$ cat src/rtl/alu_seq_pkg.sv
// Shared types and helpers for the ALU command sequencer.
package alu_seq_pkg;

   typedef enum logic [2:0] {
      OP_ADD = 3'd0,
      OP_SUB = 3'd1,
      OP_AND = 3'd2,
      OP_OR  = 3'd3,
      OP_NOR = 3'd4,
      OP_XOR = 3'd5
   } alu_op_t;

   typedef enum logic [1:0] {
      IDLE,
      ISSUE,
      WAIT_DONE,
      RESP
   } seq_state_t;

   // Codes above XOR (6 and 7) have no ALU operation behind them.
   function automatic logic op_legal(input logic [2:0] op);
      return op <= 3'(OP_XOR);
   endfunction

endpackage

$ cat src/rtl/alu_seq_issuer_fifo.sv
// Command FIFO (module sync_fifo): power-of-two depth, simultaneous push and pop honoured even when full.
module sync_fifo #(
   parameter int WIDTH = 35,
   parameter int DEPTH = 4
) (
   input  logic             clock,
   input  logic             reset,
   input  logic             push,
   input  logic             pop,
   input  logic [WIDTH-1:0] din,
   output logic [WIDTH-1:0] dout,
   output logic             full,
   output logic             empty
);

   localparam int AW = $clog2(DEPTH);

   logic [WIDTH-1:0] mem [DEPTH];
   logic [AW-1:0]    wr_ptr;
   logic [AW-1:0]    rd_ptr;
   logic [AW:0]      count;
   logic             do_push;
   logic             do_pop;

   assign full    = (count == (AW+1)'(DEPTH));
   assign empty   = (count == '0);
   assign do_pop  = pop && !empty;
   assign do_push = push && (!full || do_pop);
   assign dout    = mem[rd_ptr];

   // Pointers wrap naturally because DEPTH is a power of two.
   always_ff @(posedge clock or negedge reset) begin
      if (!reset) begin
         wr_ptr <= '0;
         rd_ptr <= '0;
         count  <= '0;
      end else begin
         if (do_push) wr_ptr <= wr_ptr + 1'b1;
         if (do_pop)  rd_ptr <= rd_ptr + 1'b1;
         count <= count + (AW+1)'(do_push) - (AW+1)'(do_pop);
      end
   end

   always_ff @(posedge clock) begin
      if (do_push) mem[wr_ptr] <= din;
   end

endmodule

$ cat src/rtl/alu_seq_issuer.sv
// Buffers ALU commands, issues them one at a time with a start pulse and returns results.
// Optional ALU_SEQ_TIMEOUT_EN adds a WAIT_DONE watchdog that flags a timeout error.
module alu_seq_issuer
   import alu_seq_pkg::*;
#(
   parameter int WIDTH          = 16,
   parameter int DEPTH          = 4,
   parameter int TIMEOUT_CYCLES = 16
) (
   input  logic             clock,
   input  logic             reset,
   input  logic             cmd_valid,
   output logic             cmd_ready,
   input  logic [WIDTH-1:0] cmd_a,
   input  logic [WIDTH-1:0] cmd_b,
   input  logic [2:0]       cmd_op,
   output logic [WIDTH-1:0] alu_a,
   output logic [WIDTH-1:0] alu_b,
   output logic [2:0]       alu_op,
   output logic             alu_start,
   input  logic             alu_done,
   input  logic [WIDTH-1:0] alu_result,
   output logic             rsp_valid,
   input  logic             rsp_ready,
   output logic [WIDTH-1:0] rsp_data,
   output logic             rsp_err,
   output logic             busy
);

   localparam int FW = 2*WIDTH + 3;

   if (DEPTH < 2 || (DEPTH & (DEPTH - 1)) != 0 || TIMEOUT_CYCLES < 1) begin : g_bad_param
      $error("alu_seq_issuer: DEPTH must be a power of two >= 2 and TIMEOUT_CYCLES >= 1");
   end

   seq_state_t       state;
   logic             fifo_full;
   logic             fifo_empty;
   logic             fifo_push;
   logic             fifo_pop;
   logic [FW-1:0]    fifo_dout;
   logic [2:0]       head_op;
   logic [WIDTH-1:0] head_a;
   logic [WIDTH-1:0] head_b;

   // cmd_ready stays low while reset is held so nothing is accepted during reset.
   assign cmd_ready = reset && !fifo_full;
   assign fifo_push = cmd_valid && cmd_ready;
   assign fifo_pop  = (state == IDLE) && !fifo_empty;
   assign busy      = !fifo_empty || (state != IDLE);
   assign {head_op, head_a, head_b} = fifo_dout;

   sync_fifo #(
      .WIDTH (FW),
      .DEPTH (DEPTH)
   ) u_fifo (
      .clock (clock),
      .reset (reset),
      .push  (fifo_push),
      .pop   (fifo_pop),
      .din   ({cmd_op, cmd_a, cmd_b}),
      .dout  (fifo_dout),
      .full  (fifo_full),
      .empty (fifo_empty)
   );

`ifdef ALU_SEQ_TIMEOUT_EN
   localparam int CW = $clog2(TIMEOUT_CYCLES + 1);

   logic [CW-1:0] to_cnt;
   logic          to_hit;

   // to_hit marks the cycle whose increment would reach TIMEOUT_CYCLES.
   assign to_hit = (to_cnt == CW'(TIMEOUT_CYCLES - 1));

   always_ff @(posedge clock or negedge reset) begin
      if (!reset) begin
         to_cnt <= '0;
      end else if (state == ISSUE) begin
         to_cnt <= '0;
      end else if (state == WAIT_DONE) begin
         to_cnt <= to_cnt + 1'b1;
      end
   end
`endif

   // alu_a/alu_b/alu_op double as the held command and are only loaded for legal ops.
   always_ff @(posedge clock or negedge reset) begin
      if (!reset) begin
         state     <= IDLE;
         alu_a     <= '0;
         alu_b     <= '0;
         alu_op    <= '0;
         alu_start <= 1'b0;
         rsp_valid <= 1'b0;
         rsp_data  <= '0;
         rsp_err   <= 1'b0;
      end else begin
         alu_start <= 1'b0;
         unique case (state)
            IDLE: begin
               if (!fifo_empty) begin
                  if (op_legal(head_op)) begin
                     alu_a     <= head_a;
                     alu_b     <= head_b;
                     alu_op    <= head_op;
                     alu_start <= 1'b1;
                     state     <= ISSUE;
                  end else begin
                     rsp_data  <= '0;
                     rsp_err   <= 1'b1;
                     rsp_valid <= 1'b1;
                     state     <= RESP;
                  end
               end
            end
            ISSUE: begin
               state <= WAIT_DONE;
            end
            WAIT_DONE: begin
               if (alu_done) begin
                  rsp_data  <= alu_result;
                  rsp_err   <= 1'b0;
                  rsp_valid <= 1'b1;
                  state     <= RESP;
               end
`ifdef ALU_SEQ_TIMEOUT_EN
               else if (to_hit) begin
                  rsp_data  <= '0;
                  rsp_err   <= 1'b1;
                  rsp_valid <= 1'b1;
                  state     <= RESP;
               end
`endif
            end
            RESP: begin
               if (rsp_ready) begin
                  rsp_valid <= 1'b0;
                  state     <= IDLE;
               end
            end
            default: state <= IDLE;
         endcase
      end
   end

endmodule

$ cat config.mk
export PLATFORM = sky130hd
export DESIGN_NAME = alu_seq_issuer
export DESIGN_NICKNAME = d
export VERILOG_FILES = /design/src/rtl/alu_seq_pkg.sv /design/src/rtl/alu_seq_issuer_fifo.sv /design/src/rtl/alu_seq_issuer.sv
export SDC_FILE = /design/constraint.sdc
export NUM_CORES = 1
export LEC_CHECK = 0
export CORE_UTILIZATION = 30
export CTS_CLUSTER_SIZE = 20
export DETAILED_ROUTE_END_ITERATION = 10
export PLACE_DENSITY = 0.59
export SETUP_SLACK_MARGIN = 0.02
export SLEW_MARGIN = 20
export SYNTH_ARGS = -nofsm -noshare
export SYNTH_HDL_FRONTEND = slang
export SYNTH_SLANG_ARGS = --single-unit
$ cat constraint.sdc
create_clock -name clock -period 2.94 [get_ports clock]
set_clock_uncertainty 0.2 [all_clocks]
set_input_delay 0.588 -clock clock [delete_from_list [all_inputs] [get_ports clock]]
set_output_delay 0.588 -clock clock [all_outputs]
set_load 0.05 [all_outputs]
==> flow_summary.toml, run 1 <==
[outcome]
outcome = "finished clean"

[logic_synthesis]
syn_nets = 480
synth_cells = 412
ys_seq_area_frac = 0.731
synth_edf_count = 140
syn_area_sq_mm = 0.00791
synth_flop_cell = "edfxtp_1"
yosysWarningCount = 0
ys_ff_latch = 203
avgSynthCellArea_sq_um = 19.2
async_reset_ff_frac = 0.310
synthDistinctLibCells = 33

[power_and_ir_drop]
p_per_area_mw_per_mm2 = 1110
p_leak_nw = 3.63
ir_drop_mv = 0.562
power_mw = 11.3

[routing]
num_vias = 4179
wire_per_inst_microns = 18.4
ant_nets = 0
first_pass_iters = 7
post-route-drc-count = 0
drt-initial-drc-count = 379
wl_microns = 16400
vias_per_cell = 4.68

[worst_setup_path]
crit_family = "simple AND/OR/NAND/NOR gates"
crit_chain = "inv_1, ha_1, or4b_1, buf_4"
worstPathRequired_ns = 2.15
rr_startpoint = "u_fifo.count[1]"
timing.rr.end = "u_fifo.count[2]"
crit_buf_inv = 2
arrival_ns = 2.02
critPathMaxFanout = 4
slowest_stage = "or4b_1"
slowest_delay_ns = 0.53
worstSetupEndpointType = "primary output"
setup.worst_path.class = "register to primary output"
r2r_cells = 9
r2r_setup_slack_ns = 0.23
cp-start-kind = "register"

[timing]
relSlewSlack = 0.390
fin_crit_sh = 0.956
timing.hold.ws_ns = 0.147
period_minus_slack_ns = 2.81
hold_viol = 0
rsz0062_at_grt = "false"
tightest_slew_ns = 0.914
slew_violations = 0
fin_tns_setup_ns = 0
fmax_ghz = 0.356
setup_violations = 0

[cells_and_area]
diodes = 0
fillCellCount = 2363
utilization = 0.392
drive_above_1_share = 0.163
syn_to_final_growth_pct = 28.9
nNetsFinal = 609
final_common_cell = "edfxtp_1"
layout_common_cells = "edfxtp_1, clkdlybuf4s50_1, dfrtp_1"

[place]
routabilityCongestion = 0.760
hpwlAfterDp_microns = 10300
io_buffer_count = 111

[global_route]
antenna_found_initial = 1
groute.usage.overall = 0.120
overflow = 0
grt_first_pass_wirelength_microns = 24700
grt_pass1_vias = 4389
grt_max_degree = 64

[cts]
clock_sinks = 203
postCtsSetupBuffers = 0
clk_latency_ns = 0.49
clk_pin_slew_ns = 0.06
root_buffer = "clkbuf_16"
h-tree-depth = 1
cts.path.max_buffers = 3
cts_tree = "done"
holdBufCountCts = 0
cts_inserted_buffers = 23
cts_resized = 0

[floorplanning]
fp.dieH_microns = 164
die_area_sq_mm = 0.0270
die_x_microns = 164
rows = 59
coreArea_sq_mm = 0.0260
initial_core_util = 0.304
ios = 112

[worst_hold_path]
min_path_type = "input port to asynchronous set/reset pin"

[job]
cap_violations = 0
[metal layers]
metal  up-vias  part of all wire  global-route usage
li1       1892                 -                   -
met3        25             0.074              0.0331
met4         0             0.016              0.0236
met2       132              0.49               0.211
met5         -                 0                   0
met1      2130              0.42               0.148
[flip-flops by register name, summed over array words and instances, names as in the netlist, 2 cells and up]
signal	cells
u_fifo.wr_ptr	2
rsp_data	16
u_fifo.rd_ptr	2
alu_a	16
u_fifo.mem	140
alu_op	3
u_fifo.count	3
alu_b	16
state	2
[logic make-up after synthesis]
kind of cell,after synthesis,synth area share
buf+inv,30,0.0195
xor+xnor,5,0.00554
mux,73,0.153
compound gates,37,0.0380
fa+ha+maj,12,0.0199
simple gates,52,0.0326
flops,203,0.731
[cells in the mapped netlist, types with 4 or more instances]
master | number | area, sq um
edfxtp_1 | 140 | 4200
dfrtp_1 | 63 | 1580
mux4_2 | 35 | 788
mux2_1 | 33 | 372
nor2_1 | 17 | 63.8
a221o_1 | 16 | 160
nand2_1 | 12 | 45.0
nand3_1 | 12 | 60.1
ha_1 | 11 | 138
a21oi_1 | 9 | 45.0
clkbuf_1 | 9 | 33.8
inv_1 | 9 | 33.8
a22oi_1 | 7 | 52.6
buf_6 | 5 | 56.3
xnor2_1 | 5 | 43.8
and3_1 | 4 | 25.0
mux2i_1 | 4 | 40.0
[how the worst max path moves through the flow]
stage,slack (ns),start,depth (start not counted),to
4_1_cts,0.11,state[1],4,busy
3_3_place_gp,0.29,u_fifo.count[1],9,u_fifo.count[2]
6_report,0.13,state[1],4,busy
5_1_grt,0.02,u_fifo.count[1],9,u_fifo.count[2]
3_5_place_dp,0.24,u_fifo.count[1],9,u_fifo.count[2]
2_1_floorplan,0.02,reset,7,u_fifo.count[2]
[final cells by class]
cell class                 instances  area (sq um)  area share
clock buffer                      37           658      0.0646
clock inverter                     4          46.3     0.00454
inverter                          11          41.3     0.00405
multi-input combinational        179          1980       0.194
sequential                       203          5780       0.567
tap                              335           419      0.0411
timing repair buffer             123          1270       0.124
[worst register-to-register path: cells and delay by family (launching register included)]
family	cells	cell delay (ns)
flops	1	0.45
fa+ha+maj	3	0.81
buf+inv	3	0.19
xor+xnor	2	0.27
compound gates	1	0.66
[power by group]
group | leakage, nW | total, mW | internal (mW) | switching, mW
logic | 1.27 | 4.59 | 1.88 | 2.71
registers | 2.03 | 4.08 | 3.73 | 0.341
clock network | 0.338 | 2.67 | 1.61 | 1.06
total | 3.63 | 11.3 | 7.22 | 4.11
[stage by stage]
stage	setup slack (ns)	instances	instance area, sq um
global route	0.0247	892	10200
detailed placement	0.245	851	9490
finish	0.129	892	10200
CTS	0.115	892	10200
floorplan	0.0241	412	7910
global placement	0.290	851	9490
Note: power is estimated with default switching activity, not from simulation.
==> inputs of run 2 (changes only) <==
Settings changed: CORE_UTILIZATION 30 to 40, PLACE_DENSITY 0.59 to 0.72.
==> run 2 against run 1 <==
Effect of this change: sequential share of layout area increased by 0.41 points; largest cell class unchanged; count of clock-buffer cells in the layout decreased by 7; design area decreased by 0.72%.
==> flow_summary.toml, run 2 (synthesis results as in run 1) <==
[outcome]
outcome = "finished clean"

[cells_and_area]
regMostFlops = "u_fifo.mem"
final_common_cell = "edfxtp_1"
layout_common_cells = "edfxtp_1, clkdlybuf4s50_1, dfrtp_1"
fin_cells = 822
largest_reg_flops = 140
nNetsFinal = 608
syn_to_final_growth_pct = 28.0
utilization = 0.522
fin_area_sq_mm = 0.0101
drive_above_1_share = 0.172
diodes = 0

[worst_setup_path]
setup.worst_path.class = "register to primary output"
arrival_ns = 2.06
worstSetupEndpointType = "primary output"
critPathMaxFanout = 4
cp-start-kind = "register"
worstPathRequired_ns = 2.15

[place]
io_buffer_count = 111
routabilityCongestion = 0.740
placed_area_sq_mm = 0.00939
dp_slack_ns = 0.153
hpwlAfterDp_microns = 9430
placed_cells = 780

[global_route]
overflow = 0
grt_pass1_vias = 4481
grt_max_degree = 64
groute.usage.overall = 0.163
antenna_found_initial = 0
grt_first_pass_wirelength_microns = 25000

[timing]
hold_viol = 0
setup_violations = 0
rsz0062_at_grt = "true"
timing.final.ws_setup_ns = 0.0926
fin_crit_sh = 0.968
tightest_slew_ns = 1.06
fin_tns_setup_ns = 0
relSlewSlack = 0.291
period_minus_slack_ns = 2.85
slew_violations = 0
fmax_ghz = 0.351

[floorplanning]
fp.dieH_microns = 143
initial_core_util = 0.408
rows = 51
coreArea_sq_mm = 0.0194
die_x_microns = 143
die_area_sq_mm = 0.0203
ios = 112

[cts]
cts_inserted_buffers = 23
root_buffer = "clkbuf_16"
clock_sinks = 203
clk_latency_ns = 0.50
cts.path.max_buffers = 3
clk_pin_slew_ns = 0.06
h-tree-depth = 1
cts_tree = "done"

[routing]
num_vias = 4261
drt-initial-drc-count = 219
wl_microns = 15900
wire_per_inst_microns = 19.4
post-route-drc-count = 0
vias_per_cell = 5.18
first_pass_iters = 4
ant_nets = 0

[power_and_ir_drop]
p_per_area_mw_per_mm2 = 1120
p_leak_nw = 3.64
ir_drop_mv = 0.712

[worst_hold_path]
min_path_type = "input port to asynchronous set/reset pin"

[job]
cap_violations = 0
-- run 2: cell types whose count changed in the layout (fill, tap and decap cells not counted), sizes merged --
cell / change
clkinvlp: +1
clkbuf: -7
buf: -1
clkinv: +6
inv: +1
-- run 2: stage by stage --
stage	total power [mW]	hold slack (ns)
floorplan	7.33	0.0924
global placement	8.63	0.267
detailed placement	8.78	0.275
CTS	11.5	0.158
global route	12.0	0.205
finish	11.4	0.127
-- run 2: final timing paths --
kind	from	endpoint	slack (ns)	cells past startpoint
setup / recovery	state[0]	busy	0.09	4
hold / removal	reset	u_fifo.count[2]	0.13	2
setup reg to reg	u_fifo.count[1]	u_fifo.count[2]	0.19	9
hold reg to reg	alu_a[5]	alu_a[5]	0.28	1
max in group asynchronous	reset	u_fifo.rd_ptr[1]	1.81	2
min in group clock	alu_a[5]	alu_a[5]	0.28	1
-- run 2: per-layer routing --
metal | vias up | global-route usage | wire, microns
li1 | 1883 | - | -
met1 | 2204 | 0.204 | 6620
met2 | 147 | 0.285 | 7940
met3 | 27 | 0.0397 | 1040
met4 | 0 | 0.0368 | 315
met5 | - | 0 | 0
-- run 2: layout make-up --
cell class | count | area (sq um)
fillers | 1592 | 9280
flip-flops and latches | 203 | 5780
clock inverters | 12 | 93.8
well taps | 265 | 332
repair buffers | 122 | 1260
inverters | 11 | 41.3
multi-input cells | 179 | 1980
clock buffers | 30 | 632
-- run 2: where the power goes --
group / switching, mW / internal (mW) / total [mW]
clock network: 1.09 / 1.60 / 2.70
registers: 0.365 / 3.73 / 4.10
logic: 2.71 / 1.87 / 4.58
total: 4.17 / 7.21 / 11.4
-- run 2: what timing repair did --
action,4_1_cts,5_1_grt
endpoints found under the hold margin,0,0
hold buffers,0,0
setup buffers,0,0
endpoints found under the setup margin,0,2
gates resized for setup,0,0
-- run 2: critical path: stages, from the launching register on --
cell,delay (ns)
dfrtp_1,0.40
inv_1,0.14
ha_1,0.23
or4b_1,0.55
buf_4,0.24
